[src/rtl/dbg_run_ctrl.sv]
// Debug run controller: drives the IF-stage stall to implement halt, free run,
// step-N and PC breakpoints, and counts executed fetch cycles.
module dbg_run_ctrl #(
  parameter int NUM_BP = 4,
  parameter int IDX_W  = 2,
  parameter int STEP_W = 16
) (
  input  logic             clk_cpu,
  input  logic             rstn,
  input  logic             cmd_valid,
  output logic             cmd_ready,
  input  logic [2:0]       cmd_op,
  input  logic [IDX_W-1:0] cmd_idx,
  input  logic [31:0]      cmd_arg,
  input  logic [31:0]      pc,
  output logic             stall,
  output logic             halted,
  output logic             bp_hit,
  output logic [IDX_W-1:0] bp_idx,
  output logic             step_done,
  output logic             cmd_err,
  output logic [31:0]      instr_cnt
);
  typedef enum logic [1:0] {
    ST_HALTED = 2'd0,
    ST_RUN    = 2'd1,
    ST_STEP   = 2'd2,
    ST_BREAK  = 2'd3
  } state_t;

  localparam logic [2:0] OP_HALT    = 3'd0;
  localparam logic [2:0] OP_RUN     = 3'd1;
  localparam logic [2:0] OP_STEP    = 3'd2;
  localparam logic [2:0] OP_SET_BP  = 3'd3;
  localparam logic [2:0] OP_CLR_BP  = 3'd4;
  localparam logic [2:0] OP_CLR_ALL = 3'd5;
  localparam logic [2:0] OP_CLR_CNT = 3'd6;
  localparam logic [2:0] OP_RSVD    = 3'd7;
  localparam logic [31:0] NUM_BP_U  = 32'(NUM_BP);

  state_t            state_q, state_d;
  logic [NUM_BP-1:0] bp_vld_q, bp_vld_d;
  logic [31:0]       bp_addr_q [NUM_BP];
  logic [STEP_W-1:0] step_q, step_d;
  logic              skip_q, skip_d;
  logic [31:0]       cnt_q, cnt_d;
  logic [IDX_W-1:0]  bp_idx_q, bp_idx_d;
  logic              hit_q, hit_d, done_q, done_d, err_q, err_d;

  logic [NUM_BP-1:0] hit_vec_s;
  logic              match_s;
  logic [IDX_W-1:0]  match_idx_s;
  logic              active_s, accept_s, idx_oor_s, bad_s, ok_s;
  logic              exec_s, brk_s, fin_s, set_bp_s;

  // Breakpoint compare; descending scan leaves the lowest matching slot.
  always_comb begin
    hit_vec_s   = '0;
    match_idx_s = '0;
    for (int i = NUM_BP - 1; i >= 0; i--) begin
      hit_vec_s[i] = bp_vld_q[i] && (bp_addr_q[i] == pc);
      match_idx_s  = hit_vec_s[i] ? IDX_W'(i) : match_idx_s;
    end
    match_s = |hit_vec_s;
  end

  // Handshake, stall and command classification.
  always_comb begin
    active_s  = (state_q == ST_RUN) || (state_q == ST_STEP);
    stall     = active_s ? (match_s && !skip_q) : 1'b1;
    halted    = !active_s;
    cmd_ready = active_s ? !((cmd_op == OP_RUN) || (cmd_op == OP_STEP)) : 1'b1;
    accept_s  = cmd_valid && cmd_ready;
    idx_oor_s = ({{(32-IDX_W){1'b0}}, cmd_idx} >= NUM_BP_U) &&
                ((cmd_op == OP_SET_BP) || (cmd_op == OP_CLR_BP));
    bad_s     = accept_s && ((cmd_op == OP_RSVD) || idx_oor_s);
    ok_s      = accept_s && !bad_s;
    exec_s    = active_s && !stall;
    brk_s     = active_s && stall;
    fin_s     = (state_q == ST_STEP) && exec_s && (step_q == STEP_W'(1));
    set_bp_s  = ok_s && (cmd_op == OP_SET_BP);
  end

  // Next-state: an accepted HALT overrides break entry and step completion.
  always_comb begin
    state_d  = state_q;
    bp_vld_d = bp_vld_q;
    bp_idx_d = bp_idx_q;
    hit_d    = 1'b0;
    done_d   = 1'b0;
    err_d    = 1'b0;
    skip_d   = exec_s ? 1'b0 : skip_q;
    cnt_d    = exec_s ? (cnt_q + 32'd1) : cnt_q;
    step_d   = ((state_q == ST_STEP) && exec_s) ? (step_q - STEP_W'(1)) : step_q;
    if (ok_s && (cmd_op == OP_HALT)) begin
      state_d = ST_HALTED;
    end else if (brk_s) begin
      state_d  = ST_BREAK;
      hit_d    = 1'b1;
      bp_idx_d = match_idx_s;
      step_d   = '0;
    end else if (fin_s) begin
      state_d = ST_HALTED;
      done_d  = 1'b1;
    end else begin
      state_d = state_q;
    end
    if (ok_s) begin
      case (cmd_op)
        OP_RUN: begin
          state_d = ST_RUN;
          skip_d  = 1'b1;
        end
        OP_STEP: begin
          state_d = ST_STEP;
          skip_d  = 1'b1;
          step_d  = (cmd_arg[STEP_W-1:0] == '0) ? STEP_W'(1) : cmd_arg[STEP_W-1:0];
        end
        OP_SET_BP: begin
          for (int i = 0; i < NUM_BP; i++) begin
            bp_vld_d[i] = (cmd_idx == IDX_W'(i)) ? 1'b1 : bp_vld_d[i];
          end
        end
        OP_CLR_BP: begin
          for (int i = 0; i < NUM_BP; i++) begin
            bp_vld_d[i] = (cmd_idx == IDX_W'(i)) ? 1'b0 : bp_vld_d[i];
          end
        end
        OP_CLR_ALL: bp_vld_d = '0;
        OP_CLR_CNT: cnt_d = 32'd0;
        default:    err_d = 1'b0;
      endcase
    end else begin
      err_d = bad_s;
    end
  end

  // State and control registers.
  always_ff @(posedge clk_cpu or negedge rstn) begin
    if (!rstn) begin
      state_q  <= ST_HALTED;
      bp_vld_q <= '0;
      step_q   <= '0;
      skip_q   <= 1'b0;
      cnt_q    <= 32'd0;
      bp_idx_q <= '0;
      hit_q    <= 1'b0;
      done_q   <= 1'b0;
      err_q    <= 1'b0;
    end else begin
      state_q  <= state_d;
      bp_vld_q <= bp_vld_d;
      step_q   <= step_d;
      skip_q   <= skip_d;
      cnt_q    <= cnt_d;
      bp_idx_q <= bp_idx_d;
      hit_q    <= hit_d;
      done_q   <= done_d;
      err_q    <= err_d;
    end
  end

  // Breakpoint address storage.
  always_ff @(posedge clk_cpu or negedge rstn) begin
    if (!rstn) begin
      for (int i = 0; i < NUM_BP; i++) bp_addr_q[i] <= 32'd0;
    end else begin
      for (int i = 0; i < NUM_BP; i++) begin
        if (set_bp_s && (cmd_idx == IDX_W'(i))) bp_addr_q[i] <= cmd_arg;
      end
    end
  end

  assign bp_hit    = hit_q;
  assign bp_idx    = bp_idx_q;
  assign step_done = done_q;
  assign cmd_err   = err_q;
  assign instr_cnt = cnt_q;
endmodule

[config.mk]
export PLATFORM = sky130hd
export DESIGN_NAME = dbg_run_ctrl
export DESIGN_NICKNAME = d
export VERILOG_FILES = /design/src/rtl/dbg_run_ctrl.sv
export SDC_FILE = /design/constraint.sdc
export NUM_CORES = 1
export LEC_CHECK = 0
export CORE_MARGIN = 1
export CORE_UTILIZATION = 45
export CTS_CLUSTER_SIZE = 30
export DETAILED_ROUTE_END_ITERATION = 12
export PLACE_DENSITY = 0.66
export RECOVER_POWER = 100
export SLEW_MARGIN = 20
export SYNTH_ARGS = -nofsm -noshare
export SYNTH_HDL_FRONTEND = slang
export SYNTH_SLANG_ARGS = --single-unit
[constraint.sdc]
create_clock -name clk_cpu -period 7.55 [get_ports clk_cpu]
set_input_delay 1.1325 -clock clk_cpu [delete_from_list [all_inputs] [get_ports clk_cpu]]
set_output_delay 1.1325 -clock clk_cpu [all_outputs]
set_load 0.02 [all_outputs]
==> summary.md, run 1 <==
| Metric | Value |
|---|---|
| Die X | `between 100 and 150 um` |
| Ys async rst share | `100.0%` |
| Synth Warn # | `0` |
| Initial DRC count | `approximately 460` |
| Final nets | `between 1000 and 1500` |
| Final critical-path required period | `6.156 ns` |
| Max Cap Violations | `4` |
| Diodes inserted | `0` |
| Core ar. | `around 20000 sq um` |
| Outcome | `complete, but fails checks` |
| Setup CP Type | `input port to primary output` |
| Clock skew | `roughly 0.016 ns` |
| Initial Utilization | `a little under half` |
| Top_reg_cell synth | `dfrtp_1` |
| Met2 GRT Util | `a little over a third` |
| Synth Cell Area | `~9500 sq um` |
| Overflow after GRT | `0` |
| Max Buffers Root-to-Sink | `2` |
| Synth cell types | `between 50 and 60` |
| CP bufs+invs | `4` |
| Hold endpoint | `bp_idx[1]` |
| Min-delay src | `bp_idx[1]` |
| Clk_lat worst skew | `0.44 ns` |
| H-tree depth | `4` |
| Layout cells sized above 1 | `17.28%` |
| First-pass GRT wire length | `between 30000 and 40000 um` |
| Data arrival, critical path | `between 5 and 6 ns` |
| Largest net degree at the start of global routing | `119` |
| Crit-path cells | `dlygate4sd3_1 > xor2_1 > nor4_1 > nand4_1 > or4_1 > a41oi_4 > buf_4 > nor2_1 > inv_1 > dlygate4sd3_1` |
| Drt total wl | `about 24000 um` |
| Die Y-Extent | `between 100 and 150 um` |
| Synthesized instance count | `between 800 and 900` |
| Crit path launch | `pc[16]` |
| Hold_buf cts | `0` |
| GP Congestion | `0.8765` |
| Top cell type's share of synthesized area | `49.65%` |
| Max stage delay on crit path | `0.67 ns` |
| Final hold vios | `0` |
| Placement Rows | `52` |
| Least-Margin Pin Slew | `5.313 ns` |
| Slew Viols, Final | `roughly 190` |
| Commonest non-fill, non-tap cell in the layout | `dfrtp_1` |
| Vias in the first global route | `around 6600` |
| Post-DP HPWL | `17170 um` |
| Vias post-DR | `6710` |
| Die area | `roughly 22000 sq um` |
| Worst R2R Setup Slack | `between 3 and 4 ns` |
| Cell area power density | `261.7 nW/um^2` |
| Initial antenna violation count | `0` |
| Total power | `2.986 mW` |
| Final Setup Violations | `0` |
| Rel. slew slack | `-254.2%` |
| Layer with the highest usage | `met2` |
| Worst-path maximum fanout | `between 40 and 50` |
| Crit-path leading delay family | `buffers and inverters` |
| Worst r2r path cells | `8` |
| Clk root buf | `clkbuf_16` |
| DRC Markers | `0` |
| Register area share after synthesis | `about half` |
| Failing checks | `max-capacitance violations, max-slew violations` |
| P&R area growth vs syn | `20.40%` |
| DRT antenna net count | `0` |
| Synthesized area per cell | `11.32 sq um` |
| Number of flops mapped to enable cells by yosys | `0` |
| Startpoint types | `input port` |
| Main area contributors after synthesis | `dfrtp_1 (50%), mux2_2 (15%), xor2_1 (8.4%)` |
| Yosys reg bits | `approximately 190` |
| Most frequent cells in the layout | `dfrtp_1 (188), mux2_2 (126), xor2_1 (91), xnor2_1 (72), clkdlybuf4s50_1 (68)` |
| CTS tree | `yes` |
| Critical path depth | `10` |
| Cell taking the most area after synthesis | `dfrtp_1` |
| Tcrit/Tclk final | `between 80% and 90%` |
| Leakage power | `~5 nW` |
| GR Util met1 | `roughly 34%` |
| CP Capture Type | `primary output` |
| Setup Fix Bufs, Post-CTS | `0` |
| Cts repair resizes | `0` |
| Worst path slowest cell | `dlygate4sd3_1` |
| Global Route Usage Sum | `23.51%` |
| Syn nets | `between 900 and 1000` |
| IO Count | `112` |
| Met3 usage | `between 5 and 6%` |
| TritonCTS Sinks | `188` |
| CP most frequent cell | `dlygate4sd3_1` |
| Port Buffer Count | `around 110` |
| Worst Hold Class | `register to register` |
| CTS buffer count | `17` |
| Worst R2R Start | `bp_addr_q[80]` |
| CP required | `6.42 ns` |
| DRT Pass-1 Iters | `7` |
| Clock-pin transition on the worst setup and hold timing paths | `roughly 0.07 ns` |
| Maximum VDD drop | `0.1553 mV` |
| # fillers | `1781` |
| RSZ-0062 raised after global routing | `no` |
| Final TNS setup | `0 ns` |
| Hold Path Stages | `1` |
| Crit Reg-Reg Endpoint | `step_q[1]` |
| Via density | `5.478` |
| Max Clk Rate | `162.4 MHz` |
| Wire per inst | `between 15 and 20 um` |
## cell type report
cell class	instances	area [sq um]	share of cell area, %
clock buffer	20	456.7	4.003
timing repair buffer	119	1159	10.16
clock inverter	12	115.1	1.009
sequential	188	4705	41.24
multi-input combinational	597	4564	40.01
tap	270	337.8	2.961
inverter	19	71.32	0.6251
## metrics by stage
stage | cell area (sq um) | util [%] | hold WS (ns) | instances | worst slack [ns]
2_1_floorplan | 9475 | - | 0.4802 | 837 | 3.553
3_3_place_gp | 10870 | 53.19 | 0.4909 | 1190 | 1.650
3_5_place_dp | 10870 | 53.19 | 0.4965 | 1190 | 1.600
4_1_cts | 11440 | 55.99 | 0.5119 | 1222 | 1.603
5_1_grt | 11410 | 55.84 | 0.5166 | 1225 | 0.7689
6_report | 11410 | 55.84 | 0.5029 | 1225 | 1.394
## power breakdown
part	switching, mW	internal, mW
Sequential	0.157	1.21
Clock	0.399	0.475
Combinational	0.390	0.356
## per-layer routing
metal  up-vias  share of wire (%)
met3        16                5.5
li1       3154                  -
met4         0                1.2
met2       161                 46
met5         -                  0
met1      3379                 47
## worst max-delay path by stage
stage / end / slack (ns)
3_3_place_gp: stall / 1.65
6_report: stall / 1.39
5_1_grt: step_q[10] / 0.77
3_5_place_dp: stall / 1.60
4_1_cts: stall / 1.60
2_1_floorplan: stall / 3.55
## cell usage after synthesis, drive strengths merged, types with 15 or more instances
master  instances
a21oi          15
clkbuf         26
dfrtp         188
inv            18
mux2          126
nand2          44
nand3          18
nand4          22
nor2           49
nor3           20
nor4           40
o21ai          31
xnor2          72
xor2           91
## worst reg2reg max path: stages (launching register included)
cell and delay, ns:
dfrtp_1 0.39, xor2_1 0.15, nor4_1 0.61, nand4_1 0.19
or4_1 0.65, a41oi_1 0.61, or2_0 0.69, a31o_1 0.17
o21ai_0 0.09
## state kept, by name, indices dropped and copies added, names as in the netlist
| register | cells |
|---|---|
| bp_addr_q | 128 |
| instr_cnt | 32 |
| step_q | 16 |
| bp_vld_q | 4 |
| bp_idx | 2 |
| state_q | 2 |
| bp_hit | 1 |
| cmd_err | 1 |
| skip_q | 1 |
| step_done | 1 |
## cells by family after synthesis
group | after synthesis | synth area share [%]
compound gates | 67 | 4.371
buf+inv | 52 | 2.205
simple gates | 237 | 13.21
xor+xnor | 163 | 15.07
fa+ha+maj | 4 | 0.5282
flops | 188 | 49.65
mux | 126 | 14.97
Note: power is estimated with default switching activity, not from simulation.
==> inputs of run 2 (changes only) <==
--- a/config.mk
+++ b/config.mk
@@ -9,7 +9,7 @@
 export CORE_UTILIZATION = 45
 export CTS_CLUSTER_SIZE = 30
 export DETAILED_ROUTE_END_ITERATION = 12
-export PLACE_DENSITY = 0.66
+export PLACE_DENSITY = 0.69
 export RECOVER_POWER = 100
 export SLEW_MARGIN = 20
 export SYNTH_ARGS = -nofsm -noshare
==> constraint.sdc (replaced) <==
create_clock -name clk_cpu -period 5.3 [get_ports clk_cpu]
set_input_delay 0.795 -clock clk_cpu [delete_from_list [all_inputs] [get_ports clk_cpu]]
set_output_delay 0.795 -clock clk_cpu [all_outputs]
set_load 0.02 [all_outputs]
==> summary.md, run 2 (synthesis results as in run 1) <==
| Metric | Value |
|---|---|
| Placement Rows | `52 (unchanged)` |
| DRC Markers | `0 (unchanged)` |
| Clock skew | `0.01200 ns (-0.003939 ns)` |
| Biggest register | `bp_addr_q` |
| Layout cells sized above 1 | `17.68% (+0.40 points)` |
| Hold_buf cts | `0 (unchanged)` |
| DRT antenna net count | `0 (unchanged)` |
| DP Cell Count | `1192 (+0.17%)` |
| Cts repair resizes | `0 (unchanged)` |
| Commonest non-fill, non-tap cell in the layout | `dfrtp_1` |
| Clk_lat worst skew | `0.44 ns (about the same)` |
| Setup CP Type | `input port to primary output` |
| Crit-path cells | `dlygate4sd3_1 > xor2_1 > nor4_1 > nand4_1 > or4_1 > a41oi_4 > nor2_1 > inv_1 > clkdlybuf4s50_1` |
| RSZ-0062 raised after global routing | `no` |
| H-tree depth | `4 (unchanged)` |
| Final hold vios | `0 (unchanged)` |
| Setup Fix Bufs, Post-CTS | `0 (unchanged)` |
| Worst-path maximum fanout | `6 (-85%)` |
| Rel. slew slack | `-113.6% (+140 points)` |
| Slew Viols, Final | `223 (+15%)` |
| Drt total wl | `23960 um (-1.2%)` |
| Crit-path leading delay family | `simple AND/OR/NAND/NOR gates` |
| Startpoint types | `input port` |
| Min-delay src | `bp_idx[1]` |
| Worst Hold Class | `register to register` |
| Failing checks | `max-capacitance violations, max-slew violations` |
| Crit path launch | `pc[26]` |
| Die X | `147.1 um (unchanged)` |
| CP required | `4.51 ns (-1.91 ns)` |
| Clk root buf | `clkbuf_16` |
| Max stage delay on crit path | `0.70 ns (+0.03 ns)` |
| Max Cap Violations | `5 (+1)` |
| CTS buffer count | `17 (unchanged)` |
| Total power | `4.295 mW (+44%)` |
| Data arrival, critical path | `4.20 ns (-0.82 ns)` |
| Diodes inserted | `0 (unchanged)` |
| Most frequent cells in the layout | `dfrtp_1 (188), mux2_2 (126), xor2_1 (91), xnor2_1 (72), clkdlybuf4s50_1 (69)` |
| Final Setup Violations | `0 (unchanged)` |
| Overflow after GRT | `0 (unchanged)` |
| Final TNS setup | `0 ns (unchanged)` |
| Worst R2R Start | `bp_addr_q[58]` |
| Outcome | `complete, but fails checks` |
| GP Congestion | `0.8459 (-3.5%)` |
| CP Capture Type | `primary output` |
| Global Route Usage Sum | `23.36% (-0.14 points)` |
| Initial Utilization | `46.38% (unchanged)` |
| TritonCTS Sinks | `188 (unchanged)` |
| Final critical-path required period | `about 5 ns` |
| Clock-pin transition on the worst setup and hold timing paths | `0.07 ns (about the same)` |
| Number of flip-flops in the largest register | `128 (unchanged)` |
| Wire per inst | `19.54 um (-1.3%)` |
| Vias post-DR | `6693 (-0.25%)` |
| Leakage power | `4.883 nW (+0.34%)` |
| Min Hold Slack | `0.5271 ns (+0.02422 ns)` |
| CTS tree | `yes` |
| Port Buffer Count | `111 (unchanged)` |
| Initial DRC count | `398 (-14%)` |
| Core ar. | `20430 sq um (unchanged)` |
| First-pass GRT wire length | `38350 um (about the same)` |
| Worst R2R Setup Slack | `1.59 ns (-2.29 ns)` |
| Final nets | `1019 (+0.098%)` |
| DRT Pass-1 Iters | `4 (-3)` |
| IO Count | `112 (unchanged)` |
| Via density | `5.459 (-0.33%)` |
| Vias in the first global route | `6736 (+2.4%)` |
| CP bufs+invs | `3 (-1)` |
| Tcrit/Tclk final | `between 90% and 100%` |
| Least-Margin Pin Slew | `3.192 ns (-2.121 ns)` |
| Maximum VDD drop | `0.2372 mV (+53%)` |
| Die area | `21640 sq um (unchanged)` |
| Worst path slowest cell | `or4_1` |
| Max Clk Rate | `~200 MHz` |
| # fillers | `1754 (-1.5%)` |
| Multi-input logic area | `4564 sq um (unchanged)` |
| Largest net degree at the start of global routing | `106 (-11%)` |
| Die Y-Extent | `147.1 um (unchanged)` |
| Sequential cell area | `4705 sq um (unchanged)` |
| Cell area power density | `375.8 nW/um^2 (+44%)` |
| Initial antenna violation count | `0 (unchanged)` |
| Max Buffers Root-to-Sink | `2 (unchanged)` |
| P&R area growth vs syn | `20.61%` |
| Post-route insts no fill | `1226 (+0.082%)` |
| Post-DP HPWL | `16990 um (-0.99%)` |
-- run 2: cell types whose count changed in the layout (fill, tap and decap cells not counted) --
| cell | previous run | this run |
|---|---|---|
| dlymetal6s4s_1 | 1 | 0 |
| clkbuf_1 | 5 | 3 |
| inv_8 | 0 | 3 |
| dlygate4sd3_1 | 42 | 41 |
| inv_6 | 2 | 3 |
| clkinvlp_4 | 3 | 1 |
| clkbuf_8 | 2 | 1 |
| clkinv_2 | 2 | 1 |
| clkbuf_2 | 0 | 3 |
| clkinv_8 | 0 | 1 |
| clkdlybuf4s50_1 | 68 | 69 |
-- run 2: through the flow --
stage	area (sq um)	worst slack, ns	util (%)
final	11430	0.3016	55.94
after detailed placement	10880	0.4653	53.26
after global routing	11430	0.1820	55.94
after floorplan	9475	1.978	-
after global placement	10880	0.4547	53.26
after CTS	11470	0.4403	56.17
-- run 2: report_power, final --
part,internal (mW),switching [mW]
clock,0.681,0.605
combinational,0.510,0.556
sequential,1.72,0.221
total,2.91,1.38
-- run 2: worst paths after layout --
check                                end  depth (start not counted)
max reg2reg                   step_q[15]                          7
min reg2reg                    bp_idx[1]                          1
min                            bp_idx[1]                          1
max in group asynchronous   bp_addr_q[2]                          2
max                                stall                          9
min in group asynchronous  bp_addr_q[48]                          1
-- run 2: layer usage --
layer  global-route usage, %  wire (um)  up-vias
li1                        -          -     3153
met3                   4.720       1260       24
met5                       0          0        -
met2                   35.45      10860      184
met4                   6.082        311        0
met1                   34.07      11530     3332
-- run 2: layout make-up --
type	count	share of cell area, %
Multi-Input combinational cell	597	39.94
Inverter	19	0.6240
Tap cell	270	2.956
Timing Repair Buffer	120	10.13
Sequential cell	188	41.16
Clock inverter	14	1.347
Clock buffer	18	3.843
